===== src/rtl/hazard_pkg.sv =====
// rtl/hazard_pkg.sv - shared state encodings and widths for the pipeline hazard sequencer
package hazard_pkg;

    localparam int REG_W_DEF = 5;
    localparam int STATE_W   = 2;

    typedef enum logic [STATE_W-1:0] {
        RUN    = 2'd0,
        LSTALL = 2'd1,
        MWAIT  = 2'd2
    } hz_state_t;

endpackage


===== src/rtl/hazard_detect.sv =====
// rtl/hazard_detect.sv - load-use comparator between ID sources and the EX load destination
module hazard_detect
    import hazard_pkg::*;
#(
    parameter int REG_W = REG_W_DEF
) (
    input  logic [REG_W-1:0] rs1,
    input  logic [REG_W-1:0] rs2,
    input  logic             rs1Used,
    input  logic             rs2Used,
    input  logic [REG_W-1:0] rw,
    input  logic             loadEn,
    output logic             hz
);

    // x0 is hardwired to zero, so a load targeting it never creates a dependency
    assign hz = loadEn && (rw != '0) &&
                ((rs1Used && (rs1 == rw)) || (rs2Used && (rs2 == rw)));

endmodule


===== src/rtl/hazard_ctrl.sv =====
// rtl/hazard_ctrl.sv - stall/flush sequencer for the 5-stage core; HAZARD_PERF_CNT_EN adds stallCnt
module hazard_ctrl
    import hazard_pkg::*;
#(
    parameter int REG_W    = REG_W_DEF,
    parameter int LOAD_LAT = 1,
    parameter int CNT_W    = 16
) (
    input  logic               clk,
    input  logic               rst,
    input  logic [REG_W-1:0]   rs1,
    input  logic [REG_W-1:0]   rs2,
    input  logic               rs1Used,
    input  logic               rs2Used,
    input  logic [REG_W-1:0]   rw,
    input  logic               loadEn,
    input  logic               brTaken,
    input  logic               memReq,
    input  logic               memReady,
    output logic               pcEn,
    output logic               ifidEn,
    output logic               idexEn,
    output logic               exmemEn,
    output logic               ifidFlush,
    output logic               idexFlush,
`ifdef HAZARD_PERF_CNT_EN
    output logic [CNT_W-1:0]   stallCnt,
`endif
    output logic [STATE_W-1:0] state
);

    localparam logic [2:0] LCNT_INIT = 3'(LOAD_LAT - 1);

    hz_state_t  cur;
    hz_state_t  nxt;
    logic [2:0] lcnt;
    logic [2:0] lcnt_nxt;
    logic       hz;
    logic       mem_wait;

    hazard_detect #(.REG_W(REG_W)) u_detect (
        .rs1     (rs1),
        .rs2     (rs2),
        .rs1Used (rs1Used),
        .rs2Used (rs2Used),
        .rw      (rw),
        .loadEn  (loadEn),
        .hz      (hz)
    );

    assign mem_wait = memReq && !memReady;
    assign state    = cur;

    always_comb begin
        pcEn      = 1'b1;
        ifidEn    = 1'b1;
        idexEn    = 1'b1;
        exmemEn   = 1'b1;
        ifidFlush = 1'b0;
        idexFlush = 1'b0;
        nxt       = cur;
        lcnt_nxt  = lcnt;
        if (rst) begin
            pcEn      = 1'b0;
            ifidEn    = 1'b0;
            idexEn    = 1'b0;
            exmemEn   = 1'b0;
            ifidFlush = 1'b1;
            idexFlush = 1'b1;
            nxt       = RUN;
            lcnt_nxt  = 3'd0;
        end else begin
            case (cur)
                RUN: begin
                    if (mem_wait) begin
                        pcEn    = 1'b0;
                        ifidEn  = 1'b0;
                        idexEn  = 1'b0;
                        exmemEn = 1'b0;
                        nxt     = MWAIT;
                    end else if (brTaken) begin
                        // the ID instruction is wrong-path, so its hazard is irrelevant
                        ifidFlush = 1'b1;
                        idexFlush = 1'b1;
                    end else if (hz) begin
                        pcEn      = 1'b0;
                        ifidEn    = 1'b0;
                        idexFlush = 1'b1;
                        if (LOAD_LAT > 1) begin
                            nxt      = LSTALL;
                            lcnt_nxt = LCNT_INIT;
                        end
                    end
                end
                LSTALL: begin
                    pcEn      = 1'b0;
                    ifidEn    = 1'b0;
                    idexFlush = 1'b1;
                    // the older load still in MEM may be waiting; freeze the countdown with it
                    if (mem_wait) begin
                        exmemEn = 1'b0;
                    end else if (lcnt == 3'd1) begin
                        nxt      = RUN;
                        lcnt_nxt = 3'd0;
                    end else begin
                        lcnt_nxt = lcnt - 3'd1;
                    end
                end
                MWAIT: begin
                    if (!memReady) begin
                        pcEn    = 1'b0;
                        ifidEn  = 1'b0;
                        idexEn  = 1'b0;
                        exmemEn = 1'b0;
                    end else begin
                        nxt = RUN;
                    end
                end
                default: begin
                    nxt      = RUN;
                    lcnt_nxt = 3'd0;
                end
            endcase
        end
    end

    always_ff @(posedge clk) begin
        if (rst) begin
            cur  <= RUN;
            lcnt <= 3'd0;
        end else begin
            cur  <= nxt;
            lcnt <= lcnt_nxt;
        end
    end

`ifdef HAZARD_PERF_CNT_EN
    always_ff @(posedge clk) begin
        if (rst) begin
            stallCnt <= '0;
        end else if ((!pcEn || ifidFlush || idexFlush) && (stallCnt != {CNT_W{1'b1}})) begin
            stallCnt <= stallCnt + 1'b1;
        end
    end
`endif

endmodule


===== config.mk =====
export PLATFORM = sky130hd
export DESIGN_NAME = hazard_ctrl
export DESIGN_NICKNAME = d
export VERILOG_FILES = /design/src/rtl/hazard_pkg.sv /design/src/rtl/hazard_detect.sv /design/src/rtl/hazard_ctrl.sv
export SDC_FILE = /design/constraint.sdc
export NUM_CORES = 1
export LEC_CHECK = 0
export ABC_CLOCK_PERIOD_IN_PS = 7200
export CORE_AREA = 2 2 39 41
export DETAILED_ROUTE_END_ITERATION = 10
export DIE_AREA = 0 0 41 43
export HOLD_SLACK_MARGIN = 0.08
export PLACE_DENSITY_LB_ADDON = 0.15
export SLEW_MARGIN = 10
export SYNTH_ARGS = -nofsm -noshare
export SYNTH_HDL_FRONTEND = slang
export SYNTH_SLANG_ARGS = --single-unit

===== constraint.sdc =====
create_clock -name clk -period 7.2 [get_ports clk]
set_input_delay 2.16 -clock clk [delete_from_list [all_inputs] [get_ports clk]]
set_output_delay 2.16 -clock clk [all_outputs]
set_load 0.05 [all_outputs]

==> impl_metrics.yaml, run 1 <==
global_route:
  grt_overflow: 0
  grt_pass1_wl_um: 1280
  grt_pass1_vias: 304
  grt_max_degree: 5
  antenna_found_initial: 0
  grt_util_all_layers: 0.0980
yosys:
  yosys.area.top_type: "xor2_1"
  synth-seq-cells: 1
  muxShareOfSynthArea: 0
  synth.top_cells.by_area: "xor2_1 (28%), buf_4 (9.1%), dfxtp_1 (8.1%), xnor2_1 (7.1%), o21bai_1 (6.1%)"
  synth.top_cells.by_count: "xor2_1 (8), buf_4 (3), o21ai_0 (2), o21bai_1 (2), xnor2_1 (2)"
  syn_area_um2: 246
  synth_warnings: 0
  syn-num-nets: 55
  synth_xor_area_frac: 0.355
  synthFlopType: "dfxtp_1"
  synth_top_family_by_area: "XOR/XNOR gates"
  synth.avg_cell_area_um2: 7.70
  synth-edff-count: 0
  synthAdderAreaFrac: 0
  synth.most_common_cell: "xor2_1"
  seq_area_frac_synth: 0.0812
  synth_cell_types: 20
  synthCells: 32
  yosysTopAreaCellShare: 0.284
  synth-compound-area-share: 0.254
  async_reset_ff_frac: 0
  synth_simple_gate_area_share: 0.188
worst_setup_path:
  critPathKind: "in -> out"
  endpoint: "pcEn"
  r2r_start: "state[1]"
  reg2reg_slack_ns: 6.51
  cp_num_cells: 5
  crit_family: "buffers and inverters"
  cp.arrival_ns: 4.34
  path_max_fanout: 3
  reg2reg_depth: 2
  cpPeakStageDelay_ns: 0.80
  worst_path_max_delay_cell: "clkdlybuf4s50_1"
  worst_r2r_endpoint: "state[1]"
  end_kind: "output pin"
  crit_path_start_kind: "input port"
  worstPathCellList: "clkdlybuf4s50_1 > or4_1 > o21ai_0 > o31a_1 > clkdlybuf4s50_1"
  crit_buf_inv: 2
  crit_top_cell: "clkdlybuf4s50_1"
  cp.required_ns: 5.04
  crit_start: "rw[1]"
timing:
  relSlewSlack: 0.665
  skew_ns: 0
  finalCritPeriodShare: 0.902
  period_minus_slack_ns: 6.50
  final_hold_viol_count: 0
  clock.fmax_ghz: 0.154
  rsz0062_at_grt: "no"
  tns_ns: 0
  hold_slack_ns: 0.579
  slew_violations: 0
  finalSetupViolations: 0
  max_slew.worst_pin.slew_ns: 0.501
layout:
  largest_reg_flops: 1
  syn2layout_area_growth_pct: 117
  final_util: 0.386
  fillCellCount: 145
  diodes: 0
  layout-drive-gt1-share: 0.0172
  final_nets: 83
  design_area_um2: 534
power:
  p_leak_uw: 0.000193
  ir_drop_v: 0.0000301
  p_per_area_nw_per_um2: 84.4
die:
  io-pin-count: 31
  initial_core_util: 0.178
  dieArea_um2: 1760
  coreArea_um2: 1380
  fp.dieW_um: 41
  row_count: 14
  die_h_um: 43
placement:
  postPlaceCellArea_um2: 534
  place.gp.congestion: 0.659
  io_buffers: 29
  place_hpwl_um: 714
drt:
  wire_per_inst_um: 10.7
  route.vias.total: 318
  drc: 0
  ant_nets: 0
  drt-total-wl_um: 793
  drtIter0Drc: 3
  drt-pass1-iter-count: 2
  via_per_inst: 4.30
run:
  maxCapViolCount: 0
clock_network:
  cts.clk_slew.worst_paths_ns: 0
  clock_latency_ns: 0
  ctsHoldBuffers: 0
  cts_setup_buffers: 0
  post_cts_resize_count: 0
hold_path:
  min_path_type: "reg -> reg"
status:
  outcome: "finished clean"
## cell type report
class	instances	area, um2	area share
timing repair buffer	29	290	0.543
multi-input combinational	27	200	0.375
sequential	1	20.0	0.0375
tap	16	20.0	0.0375
inverter	1	3.75	0.00703
## cell usage in the layout, fill, tap and decap left out
| master | netlist | routed |
|---|---|---|
| o31a_1 | 1 | 1 |
| o21ai_0 | 2 | 2 |
| nor4_2 | 1 | 1 |
| a21oi_1 | 1 | 1 |
| and2_0 | 1 | 1 |
| o21bai_1 | 2 | 2 |
| a32oi_1 | 1 | 1 |
| nor4_1 | 1 | 1 |
| a21o_1 | 1 | 1 |
| clkdlybuf4s50_1 | 0 | 29 |
| xor2_1 | 8 | 8 |
| inv_1 | 1 | 1 |
| nor2b_1 | 1 | 1 |
| nand2_1 | 1 | 1 |
| dfxtp_1 | 1 | 1 |
| or4_1 | 1 | 1 |
| conb_1 | 1 | 1 |
| xnor2_1 | 2 | 2 |
| o211ai_1 | 1 | 1 |
| nor2_1 | 1 | 1 |
## how the worst min path moves through the flow
stage                     to  slack (ns)  cells after the start     start
CTS                 state[1]        0.59                      2  state[1]
global route        state[1]        0.66                      2  state[1]
detailed placement  state[1]        0.59                      2  state[1]
floorplan           state[1]        0.81                      2  state[1]
finish              state[1]        0.58                      2  state[1]
global placement    state[1]        0.59                      2  state[1]
## power breakdown
group          switching, uW  internal (uW)
registers              0.226           5.93
clock network              0              0
logic                   19.4           19.5
## metal layers
layer	vias to the layer above	track usage	share of wire
met5	-	0	0
met4	0	0.0133	0.016
met3	2	0	0.062
met2	10	0.166	0.49
met1	143	0.137	0.43
li1	163	-	-
## worst register-to-register path: cells and delay by family, from the launching register on
kind	cells	cell delay [ns]
flops	1	0.31
compound gates	1	0.20
simple gates	1	0.06
## per-stage QoR
| stage | std cells | total power (uW) | setup WS, ns |
|---|---|---|---|
| 2_1_floorplan | 32 | 26.6 | 1.00 |
| 3_5_place_dp | 74 | 45.3 | 0.678 |
| 4_1_cts | 74 | 45.5 | 0.682 |
| 3_3_place_gp | 74 | 45.4 | 0.684 |
| 6_report | 74 | 45.1 | 0.703 |
| 5_1_grt | 74 | 47.8 | 0.586 |
## cell families after synthesis
group / after synthesis
AO/OA/AOI/OAI: 9
XOR/XNOR: 10
buffers and inverters: 4
flip-flops: 1
other: 1
AND/OR/NAND/NOR: 7
Note: power is estimated with default switching activity, not from simulation.
==> run 2, diff against run 1 <==
--- a/config.mk
+++ b/config.mk
@@ -10,7 +10,7 @@
 export DETAILED_ROUTE_END_ITERATION = 10
 export DIE_AREA = 0 0 41 43
 export HOLD_SLACK_MARGIN = 0.08
-export PLACE_DENSITY_LB_ADDON = 0.15
+export PLACE_DENSITY = 0.69
 export SLEW_MARGIN = 10
 export SYNTH_ARGS = -nofsm -noshare
 export SYNTH_HDL_FRONTEND = slang
==> run 2 against run 1 <==
Fmax is 0.45% lower. Final cell count unchanged. Sequential power hardly changed. Sequential share of layout area unchanged. Critical path depth did not move. Combinational power barely moved. Sequential cell count unchanged. Die area stayed put. Critical path type unchanged.
==> impl_metrics.yaml, run 2 (synthesis gave the netlist of run 1 again) <==
die:
  die_h_um: 43
  row_count: 14
  coreArea_um2: 1380
  initial_core_util: 0.178
  io-pin-count: 31
  dieArea_um2: 1760
  fp.dieW_um: 41
power:
  switching_share: 0.433
  clockPowerShare: 0
  netSwitchingPower_uw: 19.4
  p_total_uw: 44.9
  p_leak_uw: 0.000193
  p_per_area_nw_per_um2: 84.0
  p_int_uw: 25.5
  seqPwrFrac: 0.138
  ir_drop_v: 0.0000231
  combPwrFrac: 0.862
layout:
  layout_common_cells: "clkdlybuf4s50_1 (29), xor2_1 (8), xnor2_1 (2), o21bai_1 (2), o21ai_0 (2)"
  final_nets: 83
  syn2layout_area_growth_pct: 117
  final_common_cell: "clkdlybuf4s50_1"
  diodes: 0
  multi_input_area_um2: 200
  layout-drive-gt1-share: 0.0172
  seq_area_um2: 20.0
  fillCellCount: 148
  largest_reg_flops: 1
  final_cell_count_no_fill: 74
  final_util: 0.386
global_route:
  grt_pass1_vias: 286
  grt_use_met3: 0.0157
  grt_pass1_wl_um: 1080
  grt_use_met1: 0.104
  grt_use_met2: 0.138
  grt_max_degree: 5
  grt_util_all_layers: 0.0799
  top_usage_layer: "met2"
  grt_overflow: 0
  antenna_found_initial: 0
timing:
  finalCritPeriodShare: 0.906
  finalSetupViolations: 0
  skew_ns: 0
  rsz0062_at_grt: "no"
  final_hold_viol_count: 0
  tns_ns: 0
  clock.fmax_ghz: 0.153
  slew_violations: 0
  period_minus_slack_ns: 6.53
worst_setup_path:
  reg2reg_depth: 2
  crit_path_start_kind: "input port"
  worstPathCellList: "clkdlybuf4s50_1 > or4_1 > o21ai_0 > o31a_1 > clkdlybuf4s50_1"
  cp.required_ns: 5.04
  critPathKind: "in -> out"
  crit_top_cell: "clkdlybuf4s50_1"
  reg2reg_slack_ns: 6.50
  end_kind: "output pin"
  cpPeakStageDelay_ns: 0.81
  r2r_start: "state[1]"
  worst_path_max_delay_cell: "clkdlybuf4s50_1"
  path_max_fanout: 3
  cp.arrival_ns: 4.37
  worst_r2r_endpoint: "state[1]"
status:
  outcome: "finished clean"
drt:
  ant_nets: 0
  wire_per_inst_um: 9.46
  drt-total-wl_um: 700
  via_per_inst: 4.32
  drc: 0
  drtIter0Drc: 2
  route.vias.total: 320
  drt-pass1-iter-count: 2
hold_path:
  hold-path-cell-count: 2
  min-delay-start: "state[1]"
  holdPathEnd: "state[1]"
  min_path_type: "reg -> reg"
placement:
  io_buffers: 29
  place.gp.congestion: 0.737
  dpl.cell_count: 74
clock_network:
  cts_setup_buffers: 0
  ctsHoldBuffers: 0
  cts.clk_slew.worst_paths_ns: 0
  clock_latency_ns: 0
  post_cts_resize_count: 0
run:
  maxCapViolCount: 0
==> run 2: final cells by class <==
cell class | instances | area share
tap | 16 | 0.0375
timing repair buffer | 29 | 0.543
multi-input combinational | 27 | 0.375
sequential | 1 | 0.0375
inverter | 1 | 0.00703
==> run 2: worst max-delay path: cells and delay by family <==
family / cells / cell delay (ns)
buffers and inverters: 2 / 1.28
AND/OR/NAND/NOR: 1 / 0.57
AO/OA/AOI/OAI: 2 / 0.36
==> run 2: worst max path at each step <==
stage                 from     end  slack [ns]  depth (start not counted)
floorplan           memReq    pcEn        1.00                          4
global placement     rw[1]  ifidEn        0.73                          5
detailed placement   rw[1]  ifidEn        0.67                          5
CTS                  rw[1]  ifidEn        0.67                          5
global route         rw[1]    pcEn        0.54                          5
finish               rw[1]  ifidEn        0.67                          5
==> run 2: metrics by stage <==
step / hold WS [ns] / setup slack (ns) / instance area, um2
4_1_cts: 0.593 / 0.669 / 534
5_1_grt: 0.666 / 0.542 / 534
3_3_place_gp: 0.587 / 0.733 / 534
6_report: 0.596 / 0.674 / 534
2_1_floorplan: 0.808 / 1.00 / 246
3_5_place_dp: 0.591 / 0.674 / 534
==> run 2: per-layer routing <==
metal,vias up,part of all wire
li1,163,-
met1,135,0.38
met2,22,0.46
met3,0,0.16
met4,0,0
met5,-,0
==> run 2: power by group through the flow <==
stage / clock network, uW / registers [uW] / logic [uW]
after global routing: 0 / 6.22 / 41.6
after CTS: 0 / 6.17 / 39.0
after floorplan: 0 / 7.07 / 19.5
after detailed placement: 0 / 6.17 / 38.9
after global placement: 0 / 6.15 / 38.7
final: 0 / 6.19 / 38.7
==> run 3, diff against run 2 <==
--- a/config.mk
+++ b/config.mk
@@ -10,8 +10,9 @@
 export DETAILED_ROUTE_END_ITERATION = 10
 export DIE_AREA = 0 0 41 43
 export HOLD_SLACK_MARGIN = 0.08
-export PLACE_DENSITY = 0.69
+export PLACE_DENSITY_LB_ADDON = 0.25
 export SLEW_MARGIN = 10
 export SYNTH_ARGS = -nofsm -noshare
 export SYNTH_HDL_FRONTEND = slang
+export SYNTH_HIERARCHICAL = 1
 export SYNTH_SLANG_ARGS = --single-unit
==> run 3 against run 2 <==
First-iteration DRC count unchanged. Hold slack better by 0.11 ns. Core utilization up 0.18 points.
==> impl_metrics.yaml, run 3 <==
worst_setup_path:
  end_kind: "output pin"
  crit_family: "buffers and inverters"
  crit_path_start_kind: "input port"
  cp.arrival_ns: 4.58
  critPathKind: "in -> out"
  r2r_start: "state[1]"
  crit_top_cell: "clkdlybuf4s50_1"
  cpPeakStageDelay_ns: 0.84
  crit_buf_inv: 2
  crit_start: "rw[1]"
  worstPathCellList: "clkdlybuf4s50_1 > xor2_1 > nor4_1 > nand3_1 > a21oi_1 > nor2_1 > o31ai_1 > clkdlybuf4s50_1"
  worst_path_max_delay_cell: "clkdlybuf4s50_1"
  cp.required_ns: 5.04
  path_max_fanout: 3
layout:
  design_area_um2: 537
  layout-drive-gt1-share: 0.0508
  final_util: 0.388
  final_common_cell: "clkdlybuf4s50_1"
  diodes: 0
  final_nets: 84
  largest_reg_flops: 1
  syn2layout_area_growth_pct: 116
  final_cell_count_no_fill: 75
  layout_common_cells: "clkdlybuf4s50_1 (29), xor2_1 (8), nor2_1 (3)"
power:
  p_leak_uw: 0.000199
  p_total_uw: 44.6
  p_per_area_nw_per_um2: 83.1
  ir_drop_v: 0.0000426
global_route:
  grt_util_all_layers: 0.0831
  grt_max_degree: 6
  antenna_found_initial: 0
  grt_use_met3: 0.00524
  grt_overflow: 0
  grt_pass1_wl_um: 1090
  grt_use_met1: 0.0892
  top_usage_layer: "met2"
  grt_pass1_vias: 288
  grt_use_met2: 0.169
placement:
  postPlaceCellArea_um2: 537
  io_buffers: 29
  dpl.cell_count: 75
  place_hpwl_um: 675
  place.gp.congestion: 0.679
clock_network:
  cts_setup_buffers: 0
  cts.clk_slew.worst_paths_ns: 0
  clock_latency_ns: 0
  ctsHoldBuffers: 0
  post_cts_resize_count: 0
yosys:
  yosysTopAreaCellShare: 0.281
  synth.top_cells.by_area: "xor2_1 (28%), buf_4 (9.0%), dfxtp_1 (8.0%), xnor2_1 (7.0%), o31ai_1 (6.0%)"
  synth_cell_types: 18
  seq_area_frac_synth: 0.0804
  synth_warnings: 6
  synthCells: 33
  synth.avg_cell_area_um2: 7.55
  synth-seq-cells: 1
  yosys.area.top_type: "xor2_1"
  syn-num-nets: 56
  async_reset_ff_frac: 0
  synth.top_cells.by_count: "xor2_1 (8), buf_4 (3), nor2_1 (3)"
  synth-edff-count: 0
  syn_area_um2: 249
  synthFlopType: "dfxtp_1"
  synth.most_common_cell: "xor2_1"
hold_path:
  min-delay-start: "state[1]"
  min_path_type: "reg -> reg"
timing:
  slew_violations: 0
  tns_ns: 0
  skew_ns: 0
  relSlewSlack: 0.668
  finalSetupViolations: 0
  period_minus_slack_ns: 6.74
  final_hold_viol_count: 0
  clock.fmax_ghz: 0.148
  max_slew.worst_pin.slew_ns: 0.496
  rsz0062_at_grt: "no"
  finalCritPeriodShare: 0.936
drt:
  drc: 0
  ant_nets: 0
  wire_per_inst_um: 9.59
  drt-total-wl_um: 719
  drtIter0Drc: 2
  route.vias.total: 303
  via_per_inst: 4.04
  drt-pass1-iter-count: 2
status:
  outcome: "finished clean"
die:
  row_count: 14
  dieArea_um2: 1760
  coreArea_um2: 1380
  die_h_um: 43
  io-pin-count: 31
  fp.dieW_um: 41
  initial_core_util: 0.180
run:
  maxCapViolCount: 0
[run 3: logic make-up (layout without fill, tap and decap cells)]
group	after synthesis	in the layout	share of synthesized area
AOI/OAI and AO/OA	6	6	0.191
xor gates and xnor gates	10	10	0.352
buffers and inverters	5	31	0.121
DFF	1	1	0.0804
other	1	1	0.0151
and+or+nand+nor	10	10	0.241
[run 3: final timing paths]
kind / to / slack, ns / depth (start not counted)
worst max-delay path: idexFlush / 0.46 / 8
worst min-delay path: state[1] / 0.70 / 2
worst max register to register: state[1] / 6.38 / 2
worst min register to register: state[1] / 0.70 / 2
[run 3: layout make-up]
class,instances,area [um2]
fillers,148,847
repair buffers,29,290
inverters,2,7.51
flip-flops and latches,1,20.0
well taps,16,20.0
multi-input cells,27,199
[run 3: per-stage QoR]
step | setup WS, ns | hold slack [ns]
after global placement | 0.450 | 0.714
after detailed placement | 0.440 | 0.709
after floorplan | 0.948 | 0.973
after global routing | 0.286 | 0.734
final | 0.460 | 0.704
after CTS | 0.440 | 0.710
[run 3: per-layer routing]
metal | wire [um] | vias to the layer above
li1 | - | 162
met1 | 276 | 133
met2 | 403 | 8
met3 | 39 | 0
met4 | 0 | 0
met5 | 0 | -
[run 3: worst register-to-register path: stages (launching register included)]
cell	delay (ns)
dfxtp_1	0.32
o21ba_2	0.24
and2_1	0.15
[run 3: where the power goes]
group	total [uW]	internal, uW	leakage (uW)	switching, uW
clock	0	0	0	0
sequential	6.22	5.93	0.00000823	0.288
combinational	38.4	19.3	0.000191	19.1
